[src/rtl/video_overlay_gen.sv]
// Raster tracker for a composite video feed: synchronises sync/video, counts
// lines and columns, overlays a crosshair on the white gate and flags bright windows.
module video_overlay_gen #(
    parameter int CNT_W = 10,
    parameter int N_WIN = 2,
    parameter int ARM   = 8
) (
    input  logic                   clk4mhz,
    input  logic                   rst,
    input  logic                   csync,
    input  logic                   vsync,
    input  logic                   video,
    input  logic                   ch_en,
    input  logic [CNT_W-1:0]       ch_x,
    input  logic [CNT_W-1:0]       ch_y,
    input  logic [N_WIN*CNT_W-1:0] win_x0,
    input  logic [N_WIN*CNT_W-1:0] win_x1,
    input  logic [N_WIN*CNT_W-1:0] win_y0,
    input  logic [N_WIN*CNT_W-1:0] win_y1,
    output logic                   gate_w,
    output logic                   gate_b,
    output logic [CNT_W-1:0]       line_count,
    output logic [CNT_W-1:0]       column_count,
    output logic [N_WIN-1:0]       win_hit,
    output logic [N_WIN-1:0]       win_bright,
    output logic                   frame_start
);

    localparam logic [CNT_W-1:0] CNT_MAX = {CNT_W{1'b1}};
    localparam logic [CNT_W-1:0] CNT_ONE = CNT_W'(1);
    localparam logic [CNT_W:0]   ARM_LEN = (CNT_W+1)'(ARM);

    function automatic logic [CNT_W-1:0] sat_inc(input logic [CNT_W-1:0] v);
        return (v == CNT_MAX) ? v : (v + CNT_ONE);
    endfunction

    function automatic logic [CNT_W:0] abs_diff(input logic [CNT_W-1:0] a,
                                                input logic [CNT_W-1:0] b);
        logic [CNT_W:0] ea;
        logic [CNT_W:0] eb;
        ea = {1'b0, a};
        eb = {1'b0, b};
        return (ea >= eb) ? (ea - eb) : (eb - ea);
    endfunction

    // [1] of each chain is the synchronised copy used by all downstream logic
    logic [1:0]       csync_p0;
    logic [1:0]       vsync_p0;
    logic [1:0]       video_p0;
    logic             csync_prev;
    logic             vsync_prev;
    logic             csync_fall;
    logic             vsync_fall;

    logic [CNT_W-1:0] sh_x_p1;
    logic [CNT_W-1:0] sh_y_p1;
    logic             sh_en_p1;

    logic             video_p2;
    logic [N_WIN-1:0] acc_p2;
    logic [N_WIN-1:0] hit_now;
    logic             crosshair;
    logic [N_WIN-1:0] win_in;

    assign csync_fall = csync_prev & ~csync_p0[1];
    assign vsync_fall = vsync_prev & ~vsync_p0[1];
    assign hit_now    = win_hit & {N_WIN{video_p2}};

    always_comb begin
        crosshair = 1'b0;
        if (sh_en_p1) begin
            if (line_count == sh_y_p1 && abs_diff(column_count, sh_x_p1) <= ARM_LEN)
                crosshair = 1'b1;
            if (column_count == sh_x_p1 && abs_diff(line_count, sh_y_p1) <= ARM_LEN)
                crosshair = 1'b1;
        end
    end

    // Inverted bounds can never satisfy both inequalities, so they never hit
    always_comb begin
        win_in = '0;
        for (int k = 0; k < N_WIN; k++) begin
            win_in[k] = (column_count >= win_x0[k*CNT_W +: CNT_W]) &&
                        (column_count <= win_x1[k*CNT_W +: CNT_W]) &&
                        (line_count   >= win_y0[k*CNT_W +: CNT_W]) &&
                        (line_count   <= win_y1[k*CNT_W +: CNT_W]);
        end
    end

    always_ff @(posedge clk4mhz) begin
        if (rst) begin
            // sync lines idle high so release cannot look like a falling edge
            csync_p0     <= 2'b11;
            vsync_p0     <= 2'b11;
            video_p0     <= 2'b00;
            csync_prev   <= 1'b0;
            vsync_prev   <= 1'b0;
            line_count   <= '0;
            column_count <= '0;
            frame_start  <= 1'b0;
            sh_x_p1      <= '0;
            sh_y_p1      <= '0;
            sh_en_p1     <= 1'b0;
            gate_w       <= 1'b0;
            gate_b       <= 1'b1;
            win_hit      <= '0;
            video_p2     <= 1'b0;
            acc_p2       <= '0;
            win_bright   <= '0;
        end else begin
            // stage p0: synchronisers and edge history
            csync_p0   <= {csync_p0[0], csync};
            vsync_p0   <= {vsync_p0[0], vsync};
            video_p0   <= {video_p0[0], video};
            csync_prev <= csync_p0[1];
            vsync_prev <= vsync_p0[1];

            // stage p1: raster counters, frame pulse, crosshair shadows
            if (vsync_fall) begin
                line_count   <= '0;
                column_count <= csync_fall ? '0 : sat_inc(column_count);
            end else if (csync_fall) begin
                line_count   <= sat_inc(line_count);
                column_count <= '0;
            end else begin
                column_count <= sat_inc(column_count);
            end
            frame_start <= vsync_fall;
            if (frame_start) begin
                sh_x_p1  <= ch_x;
                sh_y_p1  <= ch_y;
                sh_en_p1 <= ch_en;
            end

            // stage p2: gates, window hits and per-frame brightness
            gate_b   <= ~video_p0[1];
            gate_w   <= ~video_p0[1] ^ crosshair;
            win_hit  <= win_in;
            video_p2 <= video_p0[1];
            if (frame_start) begin
                win_bright <= acc_p2;
                acc_p2     <= hit_now;
            end else begin
                acc_p2     <= acc_p2 | hit_now;
            end
        end
    end

endmodule

[config.mk]
export PLATFORM = sky130hd
export DESIGN_NAME = video_overlay_gen
export DESIGN_NICKNAME = d
export VERILOG_FILES = /design/src/rtl/video_overlay_gen.sv
export SDC_FILE = /design/constraint.sdc
export NUM_CORES = 1
export LEC_CHECK = 0
export BUFFER_PORTS_ARGS = -buffer_cell sky130_fd_sc_hd__buf_2
export CELL_PAD_IN_SITES_DETAIL_PLACEMENT = 0
export CELL_PAD_IN_SITES_GLOBAL_PLACEMENT = 2
export CORE_ASPECT_RATIO = 0.75
export CORE_UTILIZATION = 32
export DETAILED_ROUTE_END_ITERATION = 7
export PLACE_DENSITY = 0.81
export SYNTH_ARGS = -nofsm -noshare
export SYNTH_HDL_FRONTEND = slang
export SYNTH_SLANG_ARGS = --single-unit
export TNS_END_PERCENT = 10
[constraint.sdc]
create_clock -name clk4mhz -period 3.65 [get_ports clk4mhz]
set_clock_uncertainty 0.1 [all_clocks]
set_input_delay 0.1825 -clock clk4mhz [delete_from_list [all_inputs] [get_ports clk4mhz]]
set_output_delay 0.1825 -clock clk4mhz [all_outputs]
set_load 0.01 [all_outputs]
==> results of run 1 <==
[state kept, by name, indices dropped and copies added, names as in the netlist, 2 cells and up]
register / cells
vsync_p0: 2
win_bright: 2
sh_x_p1: 10
line_count: 10
video_p0: 2
sh_y_p1: 10
acc_p2: 2
csync_p0: 2
column_count: 10
win_hit: 2
[cell usage in the layout (no fill, tap or decap), types with 4 or more instances in the layout]
| master | instances |
|---|---|
| ha_1 | 122 |
| or3_2 | 4 |
| or3_1 | 6 |
| nor2b_1 | 16 |
| dfxtp_1 | 59 |
| a21oi_1 | 38 |
| a211oi_1 | 7 |
| a21o_1 | 36 |
| clkbuf_16 | 9 |
| and3_1 | 5 |
| nand4_1 | 20 |
| nand3_1 | 12 |
| mux2i_1 | 29 |
| dlygate4sd3_1 | 18 |
| o21ai_0 | 24 |
| buf_2 | 132 |
| or2_2 | 8 |
| nor3_1 | 12 |
| xnor2_1 | 18 |
| nand2_1 | 14 |
| inv_1 | 128 |
| and2_1 | 4 |
| nor2_1 | 75 |
| o211ai_1 | 6 |
| buf_4 | 21 |
| nand2b_1 | 11 |
| and4_1 | 4 |
| a31oi_1 | 9 |
| xor2_1 | 5 |
| a221oi_1 | 4 |
| o21a_1 | 9 |
[area by class of cell]
type / count / area share, %
clock buffer: 12 / 3.275
clock inverter: 3 / 0.1995
inverter: 128 / 6.383
multi-input combinational: 549 / 57.08
sequential: 59 / 15.69
tap: 247 / 4.106
timing repair buffer: 171 / 13.26
[logic make-up (layout without fill, tap and decap cells)]
family / count (synthesis) / in the layout / synth area share, %
simple gates: 203 / 203 / 17.73
compound gates: 172 / 172 / 19.73
buf+inv: 148 / 314 / 9.936
fa+ha+maj: 122 / 122 / 25.10
flops: 59 / 59 / 19.42
mux: 29 / 29 / 4.773
xor+xnor: 23 / 23 / 3.312
[power breakdown]
part	switching, W	total (W)	internal, W
clock network	0.000292	0.000761	0.000470
registers	0.00000847	0.000668	0.000659
logic	0.000235	0.000456	0.000221
[per-layer routing]
| metal | up-vias | part of all wire (%) |
|---|---|---|
| met5 | - | 0 |
| met4 | 0 | 0.98 |
| met3 | 12 | 4.1 |
| met2 | 112 | 38 |
| met1 | 2468 | 57 |
| li1 | 2979 | - |
[how the worst max path moves through the flow]
stage | slack [ns] | endpoint | from | depth (start not counted)
2_1_floorplan | 0.42 | gate_w | column_count[7] | 12
3_3_place_gp | 0.45 | gate_w | column_count[6] | 11
3_5_place_dp | 0.41 | gate_w | column_count[6] | 11
4_1_cts | 0.38 | gate_w | column_count[6] | 11
5_1_grt | 0.17 | gate_w | column_count[6] | 11
6_report | 0.38 | gate_w | column_count[6] | 11
[per-stage QoR]
stage | cells | total power (W) | hold WS [ns]
global route | 1169 | 0.001989 | 0.004496
global placement | 1136 | 0.001122 | 0.2697
floorplan | 756 | 0.0009770 | 0.1863
detailed placement | 1136 | 0.001118 | 0.2727
CTS | 1169 | 0.001906 | 0.003485
finish | 1169 | 0.001885 | 0.002804
[tightest hold or removal path, delay by kind of cell]
family                 cells  cell delay [ns]
buffers and inverters      1             0.09
multiplexers               1             0.06
AND/OR/NAND/NOR            1             0.07
[what timing repair did]
item	in CTS	in global routing
endpoints found under the setup margin	0	0
hold endpoints to repair	18	0
hold buffers	18	0
==> results.json, run 1 <==
{
  "fin_crit_sh_pct": 89.58,
  "drc_errors": 0,
  "crit_family": "compound AO/OA/AOI/OAI gates",
  "r2r-end": "gate_w",
  "antenna_cells": 0,
  "relSlewSlack_pct": 40.44,
  "grt_pass1_wl_um": 27390,
  "die_h_um": 121.4,
  "ys_warn_count": 0,
  "holdPathEnd": "sh_y_p1[8]",
  "cts_resized": 0,
  "setup.worst_path.class": "register to register",
  "met3_usage_pct": 2.905,
  "numCtsBuffers": 9,
  "vias": 5571,
  "use_met2_pct": 24.84,
  "crit_chain": "inv_1 > ha_1 > a211oi_1 > nor2_1 > o31ai_1 > o21ai_2 > mux2i_1 > xor2_1 > a2111oi_2 > mux2i_1 > a311o_1",
  "synth_top_area_share_pct": 25.10,
  "synth_area_leader_cell": "ha_1",
  "antenna_found_initial": 0,
  "holdPathStages": 3,
  "stdcell_area_um2": 7527,
  "ys_ff_latch": 59,
  "hpwl_um": 13860,
  "tritoncts": "built",
  "postLayoutCoreUtil_pct": 40.55,
  "cp.required_ns": 3.76,
  "dpl_cell_area_um2": 7086,
  "fmax_ghz": 0.3058,
  "cp_slowest_cell": "o31ai_1",
  "area_delta_synth_final_pct": 23.76,
  "cts.sinks": 59,
  "multi_input_area_um2": 4297,
  "r2r_cells": 11,
  "finalNetCount": 1146,
  "synth.most_common_cell": "inv_1",
  "clk_pin_slew_ns": 0.05,
  "clk_latency_ns": 0.34,
  "period_needed_ns": 3.270,
  "worst_pin_slew_ns": 0.8935,
  "hold_path_class": "primary input to register",
  "first_pass_iters": 5,
  "core_area_um2": 18560,
  "synthTopCellsByCount": "inv_1 (128), ha_1 (122), nor2_1 (75)",
  "grt_start_max_net_pins": 44,
  "fin_ws_ns": 0.3803,
  "pin_count": 133,
  "met1_usage_pct": 27.83,
  "wl_um": 17130,
  "postSynthAreaPerCell_um2": 8.045,
  "syn-num-nets": 984,
  "wl_per_cell_um": 14.65,
  "ir_worst_vdd_uv": 214.0,
  "ys_top_cells_by_area": "ha_1 (25%), dfxtp_1 (19%), inv_1 (7.9%)",
  "clock_path_buffers": 2,
  "status": "completed",
  "via_per_inst": 4.766,
  "drtIter0Drc": 293,
  "crit_path_start_kind": "register",
  "slew_violations": 0,
  "syn_area_um2": 6082,
  "timing_hold_violations_final": 0,
  "grt_use_total_pct": 17.92,
  "finalSetupTns_ns": 0,
  "start_util_pct": 32.77,
  "p_leak_nw": 3.983,
  "worst_path_most_repeated_cell": "mux2i_1",
  "r2r-start": "column_count[6]",
  "end_kind": "register",
  "setup_violations": 0,
  "die_area_um2": 19570,
  "die-width_um": 161.2,
  "grt-ovfl-total": 0,
  "regArea_um2": 1181,
  "final_antenna_net_count": 0,
  "path_max_fanout": 10,
  "nFillCells": 1972,
  "cts_setup_buffers": 0,
  "async_flop_share_pct": 0,
  "synth_flop_cell": "dfxtp_1",
  "synthCells": 756,
  "ys_types": 71,
  "pre_cts_ws_ns": 0.4138,
  "gp_congestion": 0.8285,
  "worstHoldStart": "ch_y[8]",
  "cts_root_buf": "clkbuf_16",
  "grt_pass1_vias": 5191,
  "top_usage_layer": "met1",
  "rsz0062_at_grt": "false",
  "h-tree-depth": 3,
  "drive_gt1_share_pct": 20.82,
  "io_buffers": 132,
  "worstPathArrival_ns": 3.38,
  "rrSetupSlack_ns": 0.38,
  "critPathMaxStageDelay_ns": 0.48,
  "rows": 43,
  "cap_violations": 0,
  "seq_area_frac_synth_pct": 19.42,
  "synth-edff-count": 0,
  "critPathBufInv": 1,
  "powerDensity_nw_per_um2": 250.4
}
Power figures use the tool's default switching activity.
==> run 2, diff against run 1 <==
--- a/config.mk
+++ b/config.mk
@@ -8,2 +8,3 @@
 export BUFFER_PORTS_ARGS = -buffer_cell sky130_fd_sc_hd__buf_2
+export CAP_MARGIN = 0
 export CELL_PAD_IN_SITES_DETAIL_PLACEMENT = 0
@@ -11,5 +12,5 @@
 export CORE_ASPECT_RATIO = 0.75
-export CORE_UTILIZATION = 32
+export CORE_UTILIZATION = 29
 export DETAILED_ROUTE_END_ITERATION = 7
-export PLACE_DENSITY = 0.81
+export PLACE_DENSITY = 0.78
 export SYNTH_ARGS = -nofsm -noshare
==> constraint.sdc (replaced) <==
create_clock -name clk4mhz -period 2.7 [get_ports clk4mhz]
set_clock_uncertainty 0.1 [all_clocks]
set_input_delay 0.135 -clock clk4mhz [delete_from_list [all_inputs] [get_ports clk4mhz]]
set_output_delay 0.135 -clock clk4mhz [all_outputs]
set_load 0.005 [all_outputs]
==> results.json, run 2 (synthesis results as in run 1) <==
{
  "rsz0062_at_grt": "true",
  "worst_pin_slew_ns": 0.6227,
  "final_common_cell": "buf_2",
  "clk_latency_ns": 0.34,
  "cts_root_buf": "clkbuf_16",
  "drc_errors": 0,
  "status": "finished with violations",
  "grt-ovfl-total": 0,
  "cts.sinks": 59,
  "setup_violations": 1,
  "io_buffers": 132,
  "hold_path_class": "primary input to register",
  "ir_worst_vdd_uv": 253.4,
  "finalNetCount": 1255,
  "path_max_fanout": 4,
  "first_pass_iters": 5,
  "antenna_cells": 0,
  "setup.worst_path.class": "register to register",
  "pre_cts_ws_ns": -0.1415,
  "worstPathArrival_ns": 3.03,
  "numCtsBuffers": 9,
  "cp_slowest_cell": "or3_4",
  "via_per_inst": 4.564,
  "cp.required_ns": 2.82,
  "slew_violations": 0,
  "fin_crit_sh_pct": 107.9,
  "postLayoutCoreUtil_pct": 43.41,
  "wl_per_cell_um": 14.47,
  "crit_path_start_kind": "register",
  "start_util_pct": 29.84,
  "drive_gt1_share_pct": 34.59,
  "powerDensity_nw_per_um2": 325.8,
  "clk_pin_slew_ns": 0.06,
  "hpwl_um": 15500,
  "gp_congestion": 0.8688,
  "tritoncts": "built",
  "relSlewSlack_pct": 58.49,
  "wl_um": 19020,
  "cap_violations": 0,
  "grt_use_total_pct": 17.90,
  "violations": "setup timing",
  "clock_path_buffers": 2,
  "critPathMaxStageDelay_ns": 0.37,
  "vias": 5997,
  "grt_pass1_vias": 5851,
  "grt_start_max_net_pins": 28,
  "crit_chain": "inv_4 > ha_4 > nor2b_4 > o31a_4 > o21ai_2 > nand2b_1 > or3_4 > a31o_4 > a2111oi_4 > mux2i_1 > a311o_1",
  "core_area_um2": 20380,
  "period_needed_ns": 2.913,
  "antenna_found_initial": 0,
  "die_h_um": 127.4,
  "grt_pass1_wl_um": 30400,
  "area_delta_synth_final_pct": 45.48,
  "pin_count": 133,
  "final_antenna_net_count": 0,
  "rows": 45,
  "end_kind": "register",
  "fin_ws_ns": -0.2132,
  "die_area_um2": 21560,
  "timing_hold_violations_final": 0,
  "p_leak_nw": 4.621,
  "h-tree-depth": 3,
  "fmax_ghz": 0.3433,
  "drtIter0Drc": 296,
  "die-width_um": 169.2,
  "layout_common_cells": "buf_2 (132), inv_1 (121), buf_4 (120)",
  "nFillCells": 2116
}
run 2: routing by layer:
| metal | GRT usage, % | wire, µm | vias to the layer above |
|---|---|---|---|
| li1 | - | - | 3188 |
| met1 | 28.27 | 10610 | 2639 |
| met2 | 24.69 | 7164 | 160 |
| met3 | 2.943 | 1126 | 10 |
| met4 | 3.604 | 121 | 0 |
| met5 | 0 | 0 | - |
run 2: area by class of cell:
cell class              count  area (µm²)  share of cell area [%]
flip-flops and latches     59        1226                   13.86
well taps                 282       352.8                   3.988
inverters                 128       488.0                   5.515
repair buffers            280        1864                   21.07
clock inverters             5       56.30                  0.6363
multi-input cells         549        4597                   51.95
clock buffers              11       264.0                   2.984
run 2: what timing repair did:
action | CTS | global route
setup buffers | 4 | 2
hold endpoints to repair | 24 | 0
pin swaps | 9 | 10
resized for setup | 11 | 15
setup endpoints to repair | 1 | 2
hold buffers | 24 | 0
run 2: final timing paths:
path | from | to | slack [ns] | depth (start not counted)
min reg2reg | vsync_p0[0] | vsync_p0[1] | 0.32 | 1
max reg2reg | column_count[1] | gate_w | -0.21 | 11
max | column_count[1] | gate_w | -0.21 | 11
min | win_x0[19] | win_hit[1] | 0.19 | 4
run 2: critical path: cells and delay by family, from the launching register on:
kind / cells / cell delay (ns)
AO/OA/AOI/OAI: 5 / 1.35
buffers and inverters: 1 / 0.04
AND/OR/NAND/NOR: 3 / 0.59
flip-flops: 1 / 0.35
multiplexers: 1 / 0.12
adder cells (fa/ha/maj): 1 / 0.24
run 2: stage by stage:
step	area (µm²)	power (W)	setup TNS, ns	cells	hold WS (ns)
after floorplan	6352	0.001346	-0.08474	756	0.1388
after global placement	8105	0.001610	-0.1705	1268	0.2245
after detailed placement	8105	0.001608	-0.1415	1268	0.2237
after CTS	8773	0.002915	-0.1451	1312	0.1797
after global routing	8848	0.003048	-0.2956	1314	0.2126
final	8848	0.002883	-0.2132	1314	0.1934
run 2: power by group:
group	internal [W]	switching, W
Combinational	0.000400	0.000354
Clock	0.000796	0.000436
Sequential	0.000885	0.0000134
